--- src/rtl/fizzbuzz_pkg.sv ---
// Shared state encoding, ASCII constants and sizing helpers for the fizzbuzz serializer.
package fizzbuzz_pkg;

  typedef enum logic [2:0] {
    IDLE,
    CONV,
    TEXT,
    DIGITS,
    TERM
  } state_e;

  localparam logic [0:3][7:0] FIZZ_TXT = "Fizz";
  localparam logic [0:3][7:0] BUZZ_TXT = "Buzz";
  localparam logic [7:0]      ASCII_0  = 8'h30;
  localparam logic [7:0]      ASCII_LF = 8'h0A;
  localparam logic [7:0]      ASCII_CR = 8'h0D;

  function automatic int num_digits(input longint unsigned value);
    longint unsigned v = value;
    int n = 1;
    while (v >= 10) begin
      v = v / 10;
      n++;
    end
    return n;
  endfunction

  // BCD digits needed to hold any value of the given binary width.
  function automatic int bcd_digits(input int width);
    return num_digits((64'd1 << width) - 64'd1);
  endfunction

  function automatic int idx_width(input int n);
    return (n > 1) ? $clog2(n) : 1;
  endfunction

endpackage

--- src/rtl/fizzbuzz_bin2bcd.sv ---
// Sequential double-dabble converter: the first shift happens on the start edge,
// so the BCD result and o_done are valid g_w-1 clocks after i_start.
module fizzbuzz_bin2bcd
  import fizzbuzz_pkg::*;
#(
  parameter  int g_w   = 5,
  localparam int g_bcd = bcd_digits(g_w),
  localparam int g_iw  = idx_width(g_bcd)
) (
  input  logic                  i_clk,
  input  logic                  i_rst,
  input  logic                  i_start,
  input  logic [g_w-1:0]        i_bin,
  output logic                  o_done,
  output logic [g_bcd-1:0][3:0] o_bcd,
  output logic [g_iw-1:0]       o_lead
);

  localparam int g_cw = $clog2(g_w + 1);

  logic [g_w-1:0]        bin_q;
  logic [g_bcd-1:0][3:0] bcd_q;
  logic [g_bcd-1:0][3:0] bcd_shift;
  logic [g_cw-1:0]       cnt_q;
  logic                  done_q;
  logic [g_bcd:0]        carry;
  logic                  carry_unused;

  assign carry[0] = bin_q[g_w-1];

  generate
    for (genvar gi = 0; gi < g_bcd; gi++) begin : g_digit
      logic [3:0] adj;
      assign adj           = (bcd_q[gi] >= 4'd5) ? bcd_q[gi] + 4'd3 : bcd_q[gi];
      assign bcd_shift[gi] = {adj[2:0], carry[gi]};
      assign carry[gi+1]   = adj[3];
    end
  endgenerate

  // The top digit never overflows for a correctly sized register.
  assign carry_unused = carry[g_bcd];

  always_ff @(posedge i_clk) begin
    if (i_rst) begin
      bin_q  <= '0;
      bcd_q  <= '0;
      cnt_q  <= '0;
      done_q <= 1'b0;
    end else if (i_start) begin
      bcd_q  <= {{(g_bcd*4-1){1'b0}}, i_bin[g_w-1]};
      bin_q  <= i_bin << 1;
      cnt_q  <= g_cw'(g_w - 1);
      done_q <= (g_w == 1);
    end else if (cnt_q != '0) begin
      bcd_q  <= bcd_shift;
      bin_q  <= bin_q << 1;
      cnt_q  <= cnt_q - g_cw'(1);
      done_q <= (cnt_q == g_cw'(1));
    end
  end

  always_comb begin
    o_lead = '0;
    for (int i = 1; i < g_bcd; i++) begin
      if (bcd_q[i] != 4'd0) o_lead = g_iw'(i);
    end
  end

  assign o_done = done_q;
  assign o_bcd  = bcd_q;

endmodule

--- src/rtl/fizzbuzz_ascii_serializer.sv ---
// Turns one fizzbuzz result per transaction into an ASCII line on a valid/ready byte stream.
// Define FIZZBUZZ_CRLF_EN to end each line with CR LF instead of a bare LF.
module fizzbuzz_ascii_serializer
  import fizzbuzz_pkg::*;
#(
  parameter  int g_length = 20,
  localparam int g_w      = (g_length > 1) ? $clog2(g_length) : 1,
  localparam int g_digits = num_digits(longint'(g_length))
) (
  input  logic           i_clk,
  input  logic           i_rst,
  input  logic           i_valid,
  output logic           o_ready,
  input  logic           i_is_fizz,
  input  logic           i_is_buzz,
  input  logic [g_w-1:0] i_number,
  output logic           o_valid,
  output logic [7:0]     o_data,
  input  logic           i_ready
);

  localparam int g_bcd = bcd_digits(g_w);
  localparam int g_iw  = idx_width(g_bcd);

  generate
    if (g_digits > g_bcd) begin : g_cfg_check
      $error("BCD register narrower than g_length");
    end
  endgenerate

  state_e                state_q, state_d;
  logic                  ready_q;
  logic                  buzz_q, buzz_d;
  logic [2:0]            txt_idx_q, txt_idx_d;
  logic [g_iw-1:0]       dig_cnt_q, dig_cnt_d;
  logic [g_iw-1:0]       dig_pos;
  logic                  accept;
  logic                  conv_start;
  logic                  conv_done;
  logic [g_bcd-1:0][3:0] bcd;
  logic [g_iw-1:0]       lead;
  logic                  out_valid;
  logic [7:0]            out_data;
`ifdef FIZZBUZZ_CRLF_EN
  logic                  term_idx_q, term_idx_d;
`endif

  fizzbuzz_bin2bcd #(.g_w(g_w)) u_bin2bcd (
    .i_clk   (i_clk),
    .i_rst   (i_rst),
    .i_start (conv_start),
    .i_bin   (i_number),
    .o_done  (conv_done),
    .o_bcd   (bcd),
    .o_lead  (lead)
  );

  assign accept  = i_valid && ready_q;
  // Digits are walked from the leading nonzero one down to the units digit.
  assign dig_pos = lead - dig_cnt_q;

  // Text index 0..3 selects "Fizz", 4..7 "Buzz"; a buzz-only line starts at 4.
  always_comb begin
    state_d    = state_q;
    buzz_d     = buzz_q;
    txt_idx_d  = txt_idx_q;
    dig_cnt_d  = dig_cnt_q;
`ifdef FIZZBUZZ_CRLF_EN
    term_idx_d = term_idx_q;
`endif
    conv_start = 1'b0;
    out_valid  = 1'b0;
    out_data   = 8'h00;
    case (state_q)
      IDLE: begin
        if (accept) begin
          buzz_d    = i_is_buzz;
          txt_idx_d = i_is_fizz ? 3'd0 : 3'd4;
          dig_cnt_d = '0;
`ifdef FIZZBUZZ_CRLF_EN
          term_idx_d = 1'b0;
`endif
          if (i_is_fizz || i_is_buzz) begin
            state_d = TEXT;
          end else begin
            state_d    = CONV;
            conv_start = 1'b1;
          end
        end
      end
      CONV: begin
        if (conv_done) state_d = DIGITS;
      end
      TEXT: begin
        out_valid = 1'b1;
        out_data  = txt_idx_q[2] ? BUZZ_TXT[txt_idx_q[1:0]] : FIZZ_TXT[txt_idx_q[1:0]];
        if (i_ready) begin
          if (txt_idx_q == 3'd7 || (txt_idx_q == 3'd3 && !buzz_q)) state_d = TERM;
          else txt_idx_d = txt_idx_q + 3'd1;
        end
      end
      DIGITS: begin
        out_valid = 1'b1;
        out_data  = ASCII_0 + {4'h0, bcd[dig_pos]};
        if (i_ready) begin
          if (dig_pos == '0) state_d = TERM;
          else dig_cnt_d = dig_cnt_q + g_iw'(1);
        end
      end
      TERM: begin
        out_valid = 1'b1;
`ifdef FIZZBUZZ_CRLF_EN
        out_data = term_idx_q ? ASCII_LF : ASCII_CR;
        if (i_ready) begin
          if (term_idx_q) state_d = IDLE;
          else term_idx_d = 1'b1;
        end
`else
        out_data = ASCII_LF;
        if (i_ready) state_d = IDLE;
`endif
      end
      default: state_d = IDLE;
    endcase
  end

  always_ff @(posedge i_clk) begin
    if (i_rst) begin
      state_q    <= IDLE;
      ready_q    <= 1'b0;
      buzz_q     <= 1'b0;
      txt_idx_q  <= '0;
      dig_cnt_q  <= '0;
`ifdef FIZZBUZZ_CRLF_EN
      term_idx_q <= 1'b0;
`endif
    end else begin
      state_q    <= state_d;
      ready_q    <= (state_d == IDLE);
      buzz_q     <= buzz_d;
      txt_idx_q  <= txt_idx_d;
      dig_cnt_q  <= dig_cnt_d;
`ifdef FIZZBUZZ_CRLF_EN
      term_idx_q <= term_idx_d;
`endif
    end
  end

  assign o_ready = ready_q;
  assign o_valid = out_valid;
  assign o_data  = out_data;

endmodule

--- config.mk ---
export PLATFORM = sky130hd
export DESIGN_NAME = fizzbuzz_ascii_serializer
export DESIGN_NICKNAME = d
export VERILOG_FILES = /design/src/rtl/fizzbuzz_pkg.sv /design/src/rtl/fizzbuzz_bin2bcd.sv /design/src/rtl/fizzbuzz_ascii_serializer.sv
export SDC_FILE = /design/constraint.sdc
export NUM_CORES = 1
export LEC_CHECK = 0
export ABC_AREA = 1
export CAP_MARGIN = 15
export CORE_MARGIN = 3
export CORE_UTILIZATION = 40
export DETAILED_ROUTE_END_ITERATION = 8
export GPL_TIMING_DRIVEN = 0
export PLACE_DENSITY = 0.61
export SYNTH_ARGS = -nofsm -noshare
export SYNTH_HDL_FRONTEND = slang
export SYNTH_SLANG_ARGS = --single-unit
--- constraint.sdc ---
create_clock -name i_clk -period 1.5 [get_ports i_clk]
set_clock_uncertainty 0.15 [all_clocks]
set_input_delay 0.3 -clock i_clk [delete_from_list [all_inputs] [get_ports i_clk]]
set_output_delay 0.3 -clock i_clk [all_outputs]
set_load 0.05 [all_outputs]
# == Yosys cells after proc, flatten, opt, wreduce, memory -nomap -nowiden ==
# Cells that the tools add are included.
# word_totals
regBits,25
latchBits,0
mem_bits_rw,0
rom_bits,0
output_inout_bits,10
memories,0
# classes
add_sub_neg,7
mul,0
div,0
order_cmp,4
eq_ne,12
n_shift,0
muxes,41
bitwise_logic,1
n_reduce_logical,17
# op_table
op,n
2-to-1 mux 3 bit,14
2-to-1 mux 8 bit,5
binary-select mux 8 bit (select 2 bit),2
one-hot mux 8 bit (3 select lines),1
one-hot mux 3 bit (5 select lines),1
2-to-1 mux 4 bit,3
2-to-1 mux 1 bit,10
2-to-1 mux 5 bit,2
inequality test 2 bit (second input constant),5
== test 3 x 2 -> 1 bit (second input constant),3
>= comparator 4 x 3 -> 1 bit (second input constant),2
AND reduction 4 bit,2
adder 6 x 4 -> 7 bit (first input constant),1
== test 3 x 1 -> 1 bit (second input constant),2
== test 3 bit (second input constant),2
logical NOT 3 bit,2
one-hot mux 3 bit (2 select lines),1
nonzero test 2 bit,3
adder 4 x 2 -> 4 bit (second input constant),1
nonzero test 4 bit,1
adder 3 x 1 -> 3 bit (second input constant),1
adder 3 x 2 -> 3 bit (second input constant),1
>= comparator 3 bit (second input constant),1
inverter 2 -> 3 bit,1
13 further kinds,15

# == Depth between registers and ports, before layout ==
# Gate-level depths: netlist of run 1.
# depth
depth_word,7
depth_mapped,10
mapped_depth_nobuf,10

# == Hierarchy ==
# A second synthesis of run 1 with hierarchy kept.
# unflattened
cells_unflattened,247
area_unflattened_um2,1684.1
# modules_own_cells
mod,instances,cells_per_inst,area_per_inst_um2,seq_area_each_um2
fizzbuzz_bin2bcd,1,121,897.1,320.3
fizzbuzz_ascii_serializer,1,126,787.0,180.2

# == Worst setup path before layout of run 1 ==
# Ideal clock, no wire load.
# synth_path
path_type,register -> output
start,"register u_bin2bcd.bcd_q, in the netlist u_bin2bcd.o_bcd[4]"
end,output o_data[2]
arrival_time_ps,2091
setup_slack_ps,-1041
path_stages_with_launch,8
n_path_buf,0
path_cell_list,dfxtp_1 > inv_1 > ha_1 > nand3_1 > nand2_2 > nand2_1 > o21ai_0 > o21ai_0
# synth_between
elab_chain_len,7
# synth_rtl
element,line_no,rtl
"start, declared",fizzbuzz_bin2bcd.sv:22,logic [g_bcd-1:0][3:0] bcd_q;
"start signal, assigned",fizzbuzz_bin2bcd.sv:50,"bcd_q <= {{(g_bcd*4-1){1'b0}}, i_bin[g_w-1]};"
"start signal, assigned",fizzbuzz_bin2bcd.sv:55,bcd_q <= bcd_shift;
nonzero test 4 bit,fizzbuzz_bin2bcd.sv:65,if (bcd_q[i] != 4'd0) o_lead = g_iw'(i);
2-to-1 mux 1 bit,fizzbuzz_bin2bcd.sv:65,
subtractor 1 bit,fizzbuzz_ascii_serializer.sv:60,assign dig_pos = lead - dig_cnt_q;
2-to-1 mux 4 bit (implied by the code) (*) (2 in series),fizzbuzz_ascii_serializer.sv:104,"out_data = ASCII_0 + {4'h0, bcd[dig_pos]};"
adder 6 x 4 -> 7 bit (*),fizzbuzz_ascii_serializer.sv:104,
one-hot mux 8 bit (3 select lines) (*),fizzbuzz_ascii_serializer.sv:74,case (state_q)
"end, declared",fizzbuzz_ascii_serializer.sv:18,"output logic [7:0] o_data,"
# Every way passes the cells marked *; elsewhere a longest branch is shown, timed or not. The select of a mux whose other input is x is not followed.

# == Final worst setup path of run 1 ==
# layout_path
start,"register u_bin2bcd.bcd_q, in the netlist u_bin2bcd.o_bcd[4]"
end,output o_data[0]
# The elaborated chain is that of the path after synthesis.

==> results of run 1 <==
==> registers in the layout (all words and copies together), names as in the netlist <==
name / cells
u_bin2bcd.o_bcd: 8
u_bin2bcd.bin_q: 4
dig_cnt_q: 1
buzz_q: 1
state_q: 3
txt_idx_q: 3
o_ready: 1
u_bin2bcd.cnt_q: 3
u_bin2bcd.o_done: 1
==> worst max-delay path: stages, from the launching register on <==
cell and delay, ns:
dfxtp_4 0.36, inv_4 0.05, ha_4 0.14, nand2_2 0.05, nand2_2 0.09, nand2_4 0.10, nand2_2 0.08, nand2_2 0.06
o22ai_4 0.12, buf_6 0.18
==> layer usage <==
layer  wire length, um  vias to the layer above  GRT usage, %
li1                  -                      865             -
met1              1932                      785         21.45
met2              2324                       25         29.24
met3               100                        4         2.754
met4                41                        0         4.555
met5                 0                        -             0
==> area by class of cell <==
| cell class | count | share of cell area, % |
|---|---|---|
| buffer | 4 | 1.304 |
| multi-input combinational | 167 | 48.91 |
| tap | 48 | 2.318 |
| inverter | 39 | 6.663 |
| clock buffer | 3 | 1.593 |
| timing repair buffer | 51 | 18.40 |
| sequential | 25 | 20.38 |
| timing repair inverter | 1 | 0.2414 |
| clock inverter | 1 | 0.1931 |
==> report_power, final <==
part / switching, W / internal [W]
registers: 0.000165 / 0.000832
logic: 0.00130 / 0.00105
clock network: 0.000227 / 0.000186
==> per-stage QoR <==
stage                     area [sq um]  std cells
final                             2591        339
after global routing              2591        339
after CTS                         2262        323
after detailed placement          1969        301
after global placement            1969        301
after floorplan                   1729        235
==> worst paths after layout <==
path / from / to / slack, ns / cells past startpoint
worst max register to register: txt_idx_q[0] / txt_idx_q[2] / -0.13 / 11
worst min-delay path: i_rst / state_q[2] / 0.25 / 2
worst max-delay path: u_bin2bcd.o_bcd[4] / o_data[0] / -0.47 / 9
worst min register to register: u_bin2bcd.bin_q[1] / u_bin2bcd.bin_q[1] / 0.33 / 2
==> kinds of logic (layout without fill, tap and decap cells) <==
logic type / count (synthesis) / in the layout / synth area share, %
AND/OR/NAND/NOR: 92 / 92 / 25.92
AO/OA/AOI/OAI: 56 / 56 / 18.79
buffers and inverters: 43 / 99 / 10.49
flip-flops: 25 / 25 / 31.32
adder cells (fa/ha/maj): 14 / 14 / 10.96
XOR/XNOR: 3 / 3 / 1.645
other: 1 / 1 / 0.2347
multiplexers: 1 / 1 / 0.6265
==> cell usage after synthesis, types with 2 or more instances <==
master	number	share of area, %
nand2_1	48	11
inv_1	35	8.2
o21ai_0	26	8.1
dfxtp_1	25	31
a21oi_1	23	7.2
nor2_1	20	4.7
ha_1	14	11
nand3_1	11	3.4
inv_2	4	0.94
nor2_2	3	1.2
nor3_1	3	0.94
xor2_1	3	1.6
buf_2	2	0.63
nand2_4	2	1.4
==> what timing repair did <==
item,4_1_cts,5_1_grt
endpoints found under the setup margin,29,31
hold buffers,0,0
setup buffers,18,14
pin swaps,16,28
resized for setup,101,72
cloned,0,3
==> results.yml, run 1 <==
die:
  num_rows: 22
  die-width_um: 69.20
  initial_core_util_pct: 42.68
  dieArea_sq_mm: 0.004789
  core_area_sq_mm: 0.003744
  die_y_um: 69.20
  pin_count: 21
clock_network:
  clk_pin_slew_ns: 0.10
  htree_levels: 1
  cts_buffer_depth: 2
  cts-root-buf: "clkbuf_8"
  clk_latency_ns: 0.27
  cts_tree: "yes"
  cts.sinks: 25
  cts_buffers: 3
sta:
  finalSetupViolCount: 15
  holdWs_ns: 0.2510
  layout_setup_ws_ns: -0.4718
  hold_violations: 0
  setup_tns_ns: -3.108
  rsz0062_at_grt: "yes"
  clock.fmax_ghz: 0.5071
  finalCritPeriodShare_pct: 131.5
  period_needed_ns: 1.972
  slew_violations: 0
final_layout:
  antennaDiodeCount: 0
  drive_above_1_share_pct: 48.45
  n_fill_cell: 324
  multi_input_area_sq_mm: 0.001267
  nets: 317
  finish.utilization_pct: 69.22
  syn2layout_area_growth_pct: 62.18
  final_cell_mix: "nand2_1, buf_4, inv_1"
  seq_area_sq_um: 528.0
  final_common_cell: "nand2_1"
synth:
  syn_area_per_cell_sq_um: 6.799
  ys_ff_latch: 25
  yosysSeqAreaShare_pct: 31.32
  synth-edff-count: 0
  postSynth.asyncResetShare_pct: 0
  ys_warn_count: 0
  synth_cell_types: 30
  synth_fp_nets: 260
  synthCells: 235
  synth_area_sq_mm: 0.001598
  ys.flop_type: "dfxtp_1"
run_status:
  violations: "setup timing"
  status: "complete, but fails checks"
job:
  maxCapViolCount: 0
global_route:
  antenna_found_initial: 0
  gr-total-overflow: 0
  grt_pass1_wl_um: 6844
  track_usage_pct: 16.82
  grt_pass1_vias: 1564
  grt_start_max_net_pins: 15
place:
  portBuffers: 18
  pre_cts_slack_ns: -0.9794
  dpl.hpwl_um: 2736
  finalWeightedCongestion: 0.8088
routing:
  wl_per_cell_um: 12.97
  drt-vias-per-instance: 4.953
  drt_wl_total_um: 4398
  vias: 1679
  drt_iter0_markers: 77
  antenna_left: 0
  drc_errors: 0
  drt_pre_antenna_iters: 4
worst_setup_path:
  worstSetupPathType: "reg2out"
  critPathCaptureType: "primary output"
  arrival_ns: 1.52
  required_ns: 1.05
  start_kind: "register"
  path_max_fanout: 8
pwr:
  leakage_nw: 1.119
  vdd_ir_drop_max_mv: 1.012
  finalPower_w: 0.003753
  cellPowerDensity_mw_per_mm2: 1448
hold_path:
  hp-class: "in2reg"
Power figures use the tool's default switching activity.
==> run 2, diff against run 1 <==
- CORE_UTILIZATION: 40 -> 41
- PLACE_DENSITY: 0.61 -> 0.63
==> results.yml, run 2 (synthesized netlist as in run 1, its figures left out) <==
final_layout:
  largest_register_ffs: 8
  drive_above_1_share_pct: 46.88
  syn2layout_area_growth_pct: 60.53
  nets: 314
  antennaDiodeCount: 0
  n_fill_cell: 303
  final_cell_mix: "nand2_1, buf_4, inv_1"
  final_common_cell: "nand2_1"
pwr:
  combPwrFrac_pct: 61.3
  p_int_w: 0.002007
  vdd_ir_drop_max_mv: 0.8800
  p_seq_share_pct: 27.2
  cellPowerDensity_mw_per_mm2: 1425
  pwr-share-clk_pct: 11.5
  leakage_nw: 1.095
  switchingPower_w: 0.001649
  p_sw_share_pct: 45.11
clock_network:
  htree_levels: 1
  cts_buffers: 3
  clk_pin_slew_ns: 0.09
  cts-root-buf: "clkbuf_8"
  cts_tree: "yes"
  cts.sinks: 25
  cts_hold_buf: 0
  cts_buffer_depth: 2
  clk_latency_ns: 0.28
die:
  core_area_sq_mm: 0.003716
  die-width_um: 68.43
  pin_count: 21
  initial_core_util_pct: 43.00
  die_y_um: 68.43
  num_rows: 22
  dieArea_sq_mm: 0.004682
sta:
  holdWs_ns: 0.2296
  slew_violations: 0
  hold_violations: 0
  finalSetupViolCount: 13
  layout_setup_ws_ns: -0.4466
  period_needed_ns: 1.947
  finalCritPeriodShare_pct: 129.8
  clock.fmax_ghz: 0.5137
  rsz0062_at_grt: "yes"
worst_setup_path:
  cp_slowest_cell: "dfxtp_4"
  path_cells: "inv_4, ha_4, nand3_2, nand2_4, a21oi_2, o21ai_1, nand2_2, buf_8"
  critPathCaptureType: "primary output"
  timing.rr.start: "txt_idx_q[0]"
  reg2regPathDepth: 11
  worstSetupPathType: "reg2out"
  arrival_ns: 1.50
  cpPeakStageDelay_ns: 0.36
  required_ns: 1.05
  path_max_fanout: 5
  start_kind: "register"
  critPathLaunch: "u_bin2bcd.o_bcd[4]"
global_route:
  gr-total-overflow: 0
  grt_pass1_vias: 1398
  antenna_found_initial: 0
  track_usage_pct: 17.25
  grt_pass1_wl_um: 6099
  grt_start_max_net_pins: 15
run_status:
  violations: "setup timing"
  status: "complete, but fails checks"
place:
  pre_cts_slack_ns: -0.9534
  finalWeightedCongestion: 0.7574
  portBuffers: 18
  dpl.hpwl_um: 2632
routing:
  vias: 1664
  drt_pre_antenna_iters: 4
  drt_iter0_markers: 86
  wl_per_cell_um: 12.49
  drt-vias-per-instance: 4.952
  drc_errors: 0
  antenna_left: 0
  drt_wl_total_um: 4196
job:
  maxCapViolCount: 0
hold_path:
  min_from: "i_rst"
  hold_depth: 2
  hp-class: "in2reg"
-- run 2: cell types whose count changed in the layout (fill, tap and decap cells not counted), moves of 2 or more --
cell     before  now
o21ai_0       8   14
o21ai_1      12    6
a21oi_1      13   17
a21oi_2       8    4
buf_6        14   11
nand2_2       9   12
inv_4         8   10
nor2_1       13   15
-- run 2: cell type report --
cell class              instances  area, sq um  area share [%]
plain buffers                   4        33.78           1.317
multi-input cells             169         1281           49.95
repair buffers                 47        437.9           17.07
clock buffers                   3        41.29           1.610
clock inverters                 1        5.005          0.1951
flip-flops and latches         25        530.5           20.68
inverters                      39        175.2           6.829
well taps                      48        60.06           2.341
-- run 2: through the flow --
step	instances	utilization (%)	TNS (ns)	instance area [sq um]	total power (W)
5_1_grt	336	69.02	-3.588	2565	0.003965
4_1_cts	325	61.78	-2.663	2296	0.003281
3_3_place_gp	301	53.00	-9.799	1969	0.002480
6_report	336	69.02	-2.716	2565	0.003656
2_1_floorplan	235	-	-0.7028	1729	0.002178
3_5_place_dp	301	53.00	-10.00	1969	0.002493
-- run 2: power groups by stage --
stage / clock network [W] / registers, W / logic, W
floorplan: 0 / 0.000953 / 0.00123
global placement: 0 / 0.000973 / 0.00151
detailed placement: 0 / 0.000971 / 0.00152
CTS: 0.000424 / 0.000959 / 0.00190
global route: 0.000447 / 0.00101 / 0.00250
finish: 0.000419 / 0.000995 / 0.00224
-- run 2: critical path: cells and delay by family (launching register included) --
family / cells / cell delay [ns]
buf+inv: 2 / 0.20
fa+ha+maj: 1 / 0.16
simple gates: 3 / 0.35
compound gates: 2 / 0.15
flops: 1 / 0.36
-- run 2: final timing paths --
check,endpoint,slack (ns)
setup / recovery,o_data[1],-0.45
hold / removal,state_q[0],0.23
setup reg to reg,txt_idx_q[2],-0.11
hold reg to reg,u_bin2bcd.bin_q[1],0.32
-- run 2: timing repair --
action | 4_1_cts | 5_1_grt
pin swaps | 15 | 31
setup endpoints to repair | 29 | 30
setup buffers | 19 | 11
resized for setup | 107 | 55
gates cloned | 1 | 1
-- run 2: routing by layer --
metal  global-route usage [%]  share of wire, %  vias to the layer above
li1                         -                 -                      869
met1                    21.53                45                      765
met2                    30.15                51                       23
met3                    3.777               3.2                        7
met4                    3.474              0.98                        0
met5                        0                 0                        -
==> run 3, diff against run 2 <==
- CELL_PAD_IN_SITES_DETAIL_PLACEMENT: default -> 1
- CELL_PAD_IN_SITES_GLOBAL_PLACEMENT: default -> 1
- CORE_UTILIZATION: 41 -> 35
- PLACE_DENSITY: 0.63 -> 0.73
==> results.yml, run 3 (synthesized netlist as in run 1, its figures left out) <==
worst_setup_path:
  rrSetupSlack_ns: -0.14
  required_ns: 1.05
  arrival_ns: 1.54
  timing.rr.start: "txt_idx_q[0]"
  critPathLaunch: "u_bin2bcd.o_bcd[4]"
  path_max_fanout: 8
  worstSetupPathType: "reg2out"
  start_kind: "register"
  critPathCaptureType: "primary output"
pwr:
  p_seq_share_pct: 26.2
  combPwrFrac_pct: 63.2
  leakage_nw: 1.119
  cellPowerDensity_mw_per_mm2: 1464
  switchingPower_w: 0.001778
  vdd_ir_drop_max_mv: 1.286
  p_int_w: 0.002090
  p_sw_share_pct: 45.97
  pwr-share-clk_pct: 10.6
sta:
  finalCritPeriodShare_pct: 132.8
  finalSetupViolCount: 14
  period_needed_ns: 1.993
  clock.fmax_ghz: 0.5019
  hold_violations: 0
  slew_violations: 0
  layout_setup_ws_ns: -0.4926
  rsz0062_at_grt: "yes"
run_status:
  status: "complete, but fails checks"
  violations: "setup timing"
final_layout:
  final_cell_mix: "nand2_1, buf_4, inv_1"
  drive_above_1_share_pct: 50.00
  syn2layout_area_growth_pct: 65.39
  final_common_cell: "nand2_1"
  antennaDiodeCount: 0
  nets: 314
  n_fill_cell: 497
  final_cells: 338
  largest_register_ffs: 8
clock_network:
  cts_buffers: 3
  cts_hold_buf: 0
  htree_levels: 1
  clk_pin_slew_ns: 0.09
  clk_latency_ns: 0.27
  cts-root-buf: "clkbuf_8"
  cts.sinks: 25
  cts_tree: "yes"
  cts_buffer_depth: 2
place:
  dpl.hpwl_um: 3156
  dp_cells: 303
  pre_cts_slack_ns: -0.9970
  portBuffers: 18
  finalWeightedCongestion: 0.7793
routing:
  drt_wl_total_um: 5306
  antenna_left: 0
  drc_errors: 0
  vias: 1737
  wl_per_cell_um: 15.70
  drt_iter0_markers: 77
  drt-vias-per-instance: 5.139
  drt_pre_antenna_iters: 4
global_route:
  gr-total-overflow: 0
  grt_start_max_net_pins: 14
  grt_pass1_vias: 1642
  antenna_found_initial: 0
  grt_pass1_wl_um: 7431
  track_usage_pct: 17.58
die:
  num_rows: 23
  dieArea_sq_mm: 0.005412
  core_area_sq_mm: 0.004202
  initial_core_util_pct: 38.03
  pin_count: 21
  die-width_um: 73.57
  die_y_um: 73.57
hold_path:
  min_from: "i_rst"
  hp-class: "in2reg"
job:
  maxCapViolCount: 0
## run 3: power by group through the flow
stage               Clock (W)  Sequential [W]  Combinational [W]
global route         0.000443         0.00103            0.00272
global placement            0        0.000975            0.00153
finish               0.000411         0.00101            0.00244
floorplan                   0        0.000953            0.00123
CTS                  0.000419        0.000970            0.00191
detailed placement          0        0.000976            0.00156
## run 3: stage by stage
stage | hold slack [ns] | util (%) | area [sq um] | power, W | TNS, ns
after floorplan | 0.2849 | - | 1729 | 0.002178 | -0.7028
after global placement | 0.3012 | 46.93 | 1972 | 0.002501 | -10.66
after detailed placement | 0.3084 | 46.93 | 1972 | 0.002540 | -10.86
after CTS | 0.2378 | 53.93 | 2266 | 0.003294 | -2.908
after global routing | 0.2625 | 62.89 | 2643 | 0.004197 | -4.275
final | 0.2444 | 62.89 | 2643 | 0.003868 | -3.017
## run 3: worst max-delay path: stages (launching register included)
cell,delay [ns]
dfxtp_4,0.37
inv_4,0.06
ha_4,0.15
nand3_2,0.14
nand2_8,0.14
nand3_1,0.13
o2111ai_4,0.10
buf_6,0.18
## run 3: what timing repair did
item	in CTS	in global routing
setup endpoints to repair	30	32
gates resized for setup	109	75
pin swaps	14	23
buffers inserted	15	17
## run 3: per-layer routing
layer / routed length (um) / GRT usage, % / up-vias
li1: - / - / 862
met1: 2339 / 21.57 / 845
met2: 2771 / 31.99 / 22
met3: 130 / 3.010 / 8
met4: 64 / 3.421 / 0
met5: 0 / 0 / -
## run 3: layout make-up
type,instances,area (sq um),area share (%)
multi-input cells,167,1321,50.00
flip-flops and latches,25,533.0,20.17
repair buffers,49,461.7,17.47
inverters,39,185.2,7.008
well taps,50,62.56,2.367
clock buffers,4,45.04,1.705
plain buffers,4,33.78,1.278
## run 3: worst paths after layout
check | to | depth (start not counted)
hold / removal | state_q[1] | 2
setup / recovery | o_data[3] | 7
setup reg to reg | txt_idx_q[2] | 11
hold reg to reg | u_bin2bcd.bin_q[3] | 2
